===== config.mk =====
export PLATFORM = sky130hd
export DESIGN_NAME = fifo_write_arbiter
export DESIGN_NICKNAME = d
export VERILOG_FILES = /design/src/rtl/fifo_write_arbiter_pkg.sv /design/src/rtl/fifo_write_arbiter_rr_picker.sv /design/src/rtl/fifo_write_arbiter.sv
export SDC_FILE = /design/constraint.sdc
export NUM_CORES = 1
export LEC_CHECK = 0
export ABC_AREA = 1
export CORE_UTILIZATION = 30
export DETAILED_ROUTE_END_ITERATION = 7
export PLACE_DENSITY_LB_ADDON = 0.3
export SLEW_MARGIN = 20
export SYNTH_ARGS = -nofsm -noshare
export SYNTH_HDL_FRONTEND = slang
export SYNTH_SLANG_ARGS = --single-unit

===== constraint.sdc =====
create_clock -name clk -period 1.45 [get_ports clk]
set_input_delay 0.3625 -clock clk [delete_from_list [all_inputs] [get_ports clk]]
set_output_delay 0.3625 -clock clk [all_outputs]
set_load 0.005 [all_outputs]

===== src/rtl/fifo_write_arbiter_pkg.sv =====
// fifo_arb_pkg: shared state type, default burst length and counter width helper
package fifo_arb_pkg;
    typedef enum logic {IDLE, OWN} arb_state_t;
    localparam int DEF_MAX_BURST = 4;
    function automatic int cnt_w(input int max_val);
        return $clog2(max_val + 1);
    endfunction
    localparam int DEF_BURST_W = cnt_w(DEF_MAX_BURST);
endpackage


===== src/rtl/fifo_write_arbiter_rr_picker.sv =====
// rr_picker: combinational round-robin winner search starting after the last grant
module rr_picker #(
    parameter int NUM_REQ = 2
) (
    input  logic [NUM_REQ-1:0]         req,
    input  logic [$clog2(NUM_REQ)-1:0] last,
    output logic [$clog2(NUM_REQ)-1:0] winner,
    output logic                       any_req
);
    localparam int IW = $clog2(NUM_REQ);
    logic [IW-1:0] idx;
    assign any_req = |req;
    // scan downward so the nearest requester after last is assigned last and wins
    always_comb begin
        winner = '0;
        idx = '0;
        for (int k = NUM_REQ; k >= 1; k--) begin
            idx = IW'((int'(last) + k) % NUM_REQ);
            if (req[idx]) winner = idx;
        end
    end
endmodule


===== src/rtl/fifo_write_arbiter.sv =====
// fifo_write_arbiter: round-robin sharing of the FIFO write port with bounded bursts.
// Define ARB_STATS_EN to add the saturating stall_cnt port (width CNT_W).
module fifo_write_arbiter
    import fifo_arb_pkg::*;
#(
    parameter int NUM_REQ   = 2,
    parameter int WIDTH     = 8,
    parameter int MAX_BURST = DEF_MAX_BURST
`ifdef ARB_STATS_EN
    , parameter int CNT_W   = 8
`endif
) (
    input  logic                       clk,
    input  logic                       reset_n,
    input  logic [NUM_REQ-1:0]         req,
    input  logic [NUM_REQ*WIDTH-1:0]   req_data,
    output logic [NUM_REQ-1:0]         ack,
    output logic                       fifo_write,
    output logic [WIDTH-1:0]           fifo_data,
    input  logic                       fifo_full,
    output logic [$clog2(NUM_REQ)-1:0] owner,
    output logic                       busy
`ifdef ARB_STATS_EN
    , output logic [CNT_W-1:0]         stall_cnt
`endif
);
    localparam int IW = $clog2(NUM_REQ);
    localparam int BW = cnt_w(MAX_BURST);

    arb_state_t    state, state_n;
    logic [IW-1:0] owner_n, last, last_n, winner, sel;
    logic [BW-1:0] burst_cnt, burst_n, cur_cnt;
    logic          any_req, done;

    rr_picker #(.NUM_REQ(NUM_REQ)) u_pick (
        .req     (req),
        .last    (last),
        .winner  (winner),
        .any_req (any_req)
    );

    // state register: grant state, owner, beat count and round-robin pointer
    always_ff @(posedge clk or negedge reset_n) begin
        if (!reset_n) begin
            state     <= IDLE;
            owner     <= '0;
            burst_cnt <= '0;
            last      <= IW'(NUM_REQ - 1);
        end else begin
            state     <= state_n;
            owner     <= owner_n;
            burst_cnt <= burst_n;
            last      <= last_n;
        end
    end

    // next state: IDLE grants (and may write beat 1); a burst ends on a dropped req or its final beat
    always_comb begin
        cur_cnt = state == IDLE ? '0 : burst_cnt;
        done    = fifo_write && cur_cnt == BW'(MAX_BURST - 1);
        state_n = state;
        owner_n = owner;
        last_n  = last;
        burst_n = burst_cnt;
        if (state == IDLE && any_req) begin
            state_n = OWN;
            owner_n = winner;
            burst_n = '0;
        end
        if (fifo_write) burst_n = cur_cnt + 1'b1;
        if ((state == OWN && !req[owner]) || done) begin
            state_n = IDLE;
            last_n  = owner_n;
            burst_n = '0;
        end
    end

    // outputs: zero-latency write strobe, held off by full and by reset
    always_comb begin
        fifo_write = reset_n & !fifo_full & (state == IDLE ? any_req : req[owner]);
        sel        = (state == IDLE && fifo_write) ? winner : owner;
        fifo_data  = req_data[int'(sel)*WIDTH +: WIDTH];
        ack        = fifo_write ? NUM_REQ'(1) << sel : '0;
        busy       = state == OWN;
    end

`ifdef ARB_STATS_EN
    // count cycles where someone wants to write but the FIFO is full, saturating
    always_ff @(posedge clk or negedge reset_n) begin
        if (!reset_n) stall_cnt <= '0;
        else if (|req && fifo_full && !(&stall_cnt)) stall_cnt <= stall_cnt + 1'b1;
    end
`endif
endmodule


# [Word level (Yosys, flattened, before mapping)]
# Cells that the tools add are included.
[op_classes] n_addsub=3 eq_ne=1 magnitude_cmp=3 muxes=18 n_reduce_logical=10 shifts=2 bitwise_logic=3
[op_table] operator="$shiftx 16x5->8" count=1
[op_table] operator="$mux 1" count=13
[op_table] operator="$mux 3" count=4
[op_table] operator="$lt 1x2->1 const B" count=3
[op_table] operator="$logic_and 1x1->1" count=4
[op_table] operator="$add 3x1->3 const B" count=1
[op_table] operator="$eq 3x2->1 const B" count=1
[op_table] operator="$reduce_bool 3->1" count=1
[op_table] operator="$add 1x1->1 const B" count=2
[op_table] operator="$and 1x1->1" count=2
[op_table] operator="$logic_not 1->1" count=2
[op_table] operator="$mux 2" count=1
[op_table] operator="$reduce_bool 2->1" count=1
[op_table] operator="$reduce_or 2->1" count=1
[op_table] operator="$shl 1x1->2 const A" count=1
[op_table] operator="$logic_or 1x1->1" count=1
[op_table] operator="$not 1->1" count=1
[word_totals] wordCells=44 reg_bits=6 out_inout_bits=13

# [Depth between registers and ports, before layout]
# Gate-level depths: netlist of run 1.
[logic_depth] ltp_word=8 mapped_depth=9 ltp_nobuf=9

# [Hierarchy]
# A second synthesis of run 1 with hierarchy kept.
[unflattened] cells_unflattened=88 hier_area_um2=608.1
[modules_own_cells] module="fifo_write_arbiter" instances=1 seq_area_each_um2=151.4 area_per_inst_um2=593.1 cells_per_inst=85
[modules_own_cells] module="rr_picker" instances=1 seq_area_each_um2=0.0 area_per_inst_um2=15.0 cells_per_inst=3

# [Worst setup path after synthesis of run 1]
# Ideal clock, no wire load.
[synth_path] kind="register to output" startpoint="register state, in the netlist busy" endpoint="output port ack[0]" n_path_buf=0 required_time_ps=1087 setup_slack_ps=-57 path_stages_with_launch=6 t_arrival_ps=1144 cell_sequence="dfrtp_1 > inv_2 > o21ai_4 > nand2_4 > nand4_2 > a21oi_1"
[synth_via] elab_chain_len=6 elab_cells_between_ends=7
[synth_rtl] element="start, declared" line="fifo_write_arbiter.sv:30" text="arb_state_t state, state_n;"
[synth_rtl] element="start signal, assigned" line="fifo_write_arbiter.sv:50" text="state <= state_n;"
[synth_rtl] element="$mux 1" line="fifo_write_arbiter.sv:80" text="fifo_write = reset_n & !fifo_full & (state == IDLE ? any_req : req[owner]);"
[synth_rtl] element="$and 1x1->1" line="fifo_write_arbiter.sv:80"
[synth_rtl] element="$logic_and 1x1->1" line="fifo_write_arbiter.sv:81" text="sel = (state == IDLE && fifo_write) ? winner : owner;"
[synth_rtl] element="$mux 1" line="fifo_write_arbiter.sv:81"
[synth_rtl] element="$shl 1x1->2" line="fifo_write_arbiter.sv:83" text="ack = fifo_write ? NUM_REQ'(1) << sel : '0;"
[synth_rtl] element="$mux 2 (*)" line="fifo_write_arbiter.sv:83"
[synth_rtl] element="end, declared" line="fifo_write_arbiter.sv:17" text="output logic [NUM_REQ-1:0] ack,"
# Mark *: on every way between the ends. The rest lies on a longest branch, timed or not.

# [Worst setup path after layout of run 1]
[layout_path] startpoint="register owner" endpoint="output port ack[1]"
[layout_via] elab_chain_len=8
[layout_rtl] element="start, declared" line="fifo_write_arbiter.sv:21" text="output logic [$clog2(NUM_REQ)-1:0] owner,"
[layout_rtl] element="start signal, assigned" line="fifo_write_arbiter.sv:51" text="owner <= owner_n;"
[layout_rtl] element="$mux 1 (implied by the code) (2 in a row)" line="fifo_write_arbiter.sv:80"
[layout_rtl] element="$mux 1" line="fifo_write_arbiter.sv:80"
[layout_rtl] element="$and 1x1->1" line="fifo_write_arbiter.sv:80"
[layout_rtl] element="$logic_and 1x1->1" line="fifo_write_arbiter.sv:81"
[layout_rtl] element="$mux 1" line="fifo_write_arbiter.sv:81"
[layout_rtl] element="$shl 1x1->2" line="fifo_write_arbiter.sv:83"
[layout_rtl] element="$mux 2 (*)" line="fifo_write_arbiter.sv:83"
# Mark *: on every way between the ends. The rest lies on a longest branch, timed or not. The select of a mux whose other input is x is not followed.

==> results by group, run 1 <==
Die
  – Die Width: 44.8 um
  – Core box area: 1730 um2
  – Rows: 15
  – Ports: 34
  – Die height: 44.8 um
  – Starting Density: 0.318
  – Die area: 2010 um2

Yosys
  – Synth warn: 0
  – Syn_area_per_cell: 6.87 um2
  – XOR/XNOR share of the synthesized area: 0
  – Register area share after synthesis: 0.276
  – Post-Synth Adder-Cell Area: 0.0456
  – Largest family of logic cells by synthesized area: simple AND/OR/NAND/NOR gates
  – Simple-gate share of the synthesized area: 0.535
  – Mapped cell area: 549 um2
  – Synth Area in Compound Gates: 0.0752
  – FF+latch count, synth: 6
  – Yosys cell types: 18
  – Post-Syn Nets: 103
  – Proportion of synthesized area in mux cells: 0
  – Post-Syn Instances: 80

Global routing
  – GRT Util Overall: 0.255
  – Global route overflow: 0
  – Vias in the first global route: 794
  – Antenna violations before repair: 0
  – Largest net degree at the start of global routing: 7
  – First-pass GRT wire length: 3640 um

Worst setup path
  – Crit path DAT: 1650 ps
  – Crit path kind: flop to output pin
  – CP Launch Point: owner$_DFF_PN0_
  – Type of origin of the critical path: flop
  – WP data required: 1090 ps
  – Worst setup EP type: output pin
  – Worst r2r src: owner$_DFF_PN0_
  – Worst R2R Setup Slack: 10 ps
  – Max FO, Critical Path: 4

Min path
  – Worst Hold Class: input pin to async pin

Timing
  – Unrepaired setup endpoints after global routing: yes
  – Hold Fails Final Rpt: 0
  – Final min period: 2020 ps
  – Setup TNS: -5340 ps
  – Worst Skew: 2.49 ps
  – Final setup violation count: 11
  – Setup ws final: -566 ps
  – Max-slew headroom: 0.845
  – Pins over their slew limit: 0
  – Fmax: 496 MHz
  – Transition time of the tightest slew-check pin: 229 ps
  – Fin crit share: 1.39

Pwr
  – Power Density: 1620 nW/um2
  – Tot Pwr: 2.28 mW
  – VDD IR-drop max: 0.964 mV
  – P_leak: 0.703 nW

Cells and area
  – Ant. Diodes: 0
  – Synth-to-Final Area Change: 156%
  – Layout cells sized above 1: 0.605
  – Nets: 176
  – Fill count: 107

Clock tree
  – Clk_lat worst skew: 250 ps
  – Hold Buf Count CTS: 0
  – CTS clk-pin slew, worst paths: 50 ps
  – CTS tree: built
  – CTS max path bufs: 2
  – Number of CTS-inserted buffers: 3
  – Clk sink count: 6
  – Clock Root Buffer: clkbuf_4
  – H-tree depth: 1

Status
  – Status: finished with violations
  – Failing checks: setup timing

Route
  – Routed wire length: 2720 um
  – DR iter-0 viols: 21
  – Mean number of vias per cell: 5.02
  – Total via count in the routed design: 889
  – Routed Antenna Nets: 0
  – Average wire per standard cell: 15.4 um
  – DRT Pass-1 Iters: 4
  – Residual DRC: 0

Placed design
  – HPWL Detailed: 1540 um
  – IO buf count: 33
  – Gpl congestion: 0.875

Run
  – Max_cap viols: 0
[report_power, final]
| group | internal, mW | switching [mW] | total (mW) | leakage, nW |
|---|---|---|---|---|
| combinational | 0.929 | 0.869 | 1.80 | 0.615 |
| clock | 0.105 | 0.0644 | 0.169 | 0.0150 |
| sequential | 0.243 | 0.0675 | 0.310 | 0.0730 |
| total | 1.28 | 1.00 | 2.28 | 0.703 |
[metrics by stage]
stage | setup WS, ps | instance area (um2) | cells | hold slack, ps | util
CTS | -516 | 1290 | 174 | 119 | 0.746
detailed placement | -1050 | 1080 | 152 | 501 | 0.623
global placement | -978 | 1080 | 152 | 475 | 0.623
finish | -566 | 1400 | 177 | 130 | 0.813
global route | -639 | 1400 | 177 | 143 | 0.813
floorplan | -43.0 | 597 | 80 | 66.9 | -
[cell usage in the layout, fill, tap and decap left out, types with 2 or more instances in the layout]
cell             count
nand2_4              8
inv_1                3
clkbuf_2             2
nand4_4              2
a21oi_2              3
clkdlybuf4s15_2      2
buf_2                8
inv_2                4
buf_6               14
dfrtp_2              2
dlygate4sd2_1        3
ha_4                 2
inv_4                3
nand3_1             10
dfrtp_1              3
nand2_1             17
nand2_2              3
buf_4               19
o21ai_4              2
clkbuf_4             3
nand3_2              8
clkdlybuf4s50_1     16
nand4_1              5
[critical path, cell delays in order (launching register included)]
cell and delay (ps):
dfrtp_2 400, inv_2 50, nand2_2 80, nand2_4 60
nand2_4 90, buf_6 130, nand4_2 160, a21oi_2 180
dlygate4sd2_1 240
[cell type report]
type | instances | area, um2 | share of cell area
clock buffer | 4 | 26.3 | 0.0187
inverter | 10 | 45.0 | 0.0321
multi-input combinational | 66 | 558 | 0.398
sequential | 6 | 154 | 0.110
tap | 25 | 31.3 | 0.0223
timing repair buffer | 66 | 589 | 0.420
[state kept, by name, indices dropped and copies added, names as in the netlist]
signal and count:
burst_cnt 3, busy 1, last 1, owner 1
[cell families after synthesis]
family,count (synthesis)
AOI/OAI and AO/OA,6
adders and majority gates,2
buffers and inverters,10
DFF,6
and+or+nand+nor,56
[synthesized netlist by cell type (all sizes together)]
| library cell | n | share of area |
|---|---|---|
| a21oi | 3 | 0.027 |
| nand4 | 7 | 0.10 |
| dfstp | 1 | 0.048 |
| o21ai | 3 | 0.048 |
| inv | 10 | 0.068 |
| dfrtp | 5 | 0.23 |
| ha | 2 | 0.046 |
| nand2 | 28 | 0.23 |
| nor2 | 2 | 0.018 |
| nand3 | 19 | 0.18 |
[path summary, 6_finish.rpt]
kind,endpoint,depth (start not counted)
max,ack[1],8
min,owner$_DFF_PN0_,2
max reg2reg,last$_DFFE_PN1P_,12
min reg2reg,last$_DFFE_PN1P_,2
max in group asynchronous,last$_DFFE_PN1P_,2
min in group clk,last$_DFFE_PN1P_,2
[layer usage]
layer,track usage,part of all wire,up-vias
met5,0,0,-
met2,0.462,0.56,23
met4,0.0485,0.013,0
met3,0.0480,0.040,4
met1,0.315,0.39,436
li1,-,-,426
[timing repair]
| item | in CTS | in global routing |
|---|---|---|
| gates resized for setup | 73 | 34 |
| endpoints found under the hold margin | 0 | 0 |
| setup buffers | 17 | 4 |
| setup endpoints to repair | 18 | 16 |
| gates cloned | 2 | 0 |
| pin swaps | 13 | 17 |
Power figures use the tool's default switching activity.
==> inputs of run 2 (changes only) <==
--- a/config.mk
+++ b/config.mk
@@ -8,6 +8,7 @@
 export ABC_AREA = 1
 export CORE_UTILIZATION = 30
 export DETAILED_ROUTE_END_ITERATION = 7
+export HOLD_SLACK_MARGIN = 0.06
 export PLACE_DENSITY_LB_ADDON = 0.3
 export SLEW_MARGIN = 20
 export SYNTH_ARGS = -nofsm -noshare
==> results of run 2 <==
The final DEF is identical to that of run 1; final timing and power are the same.
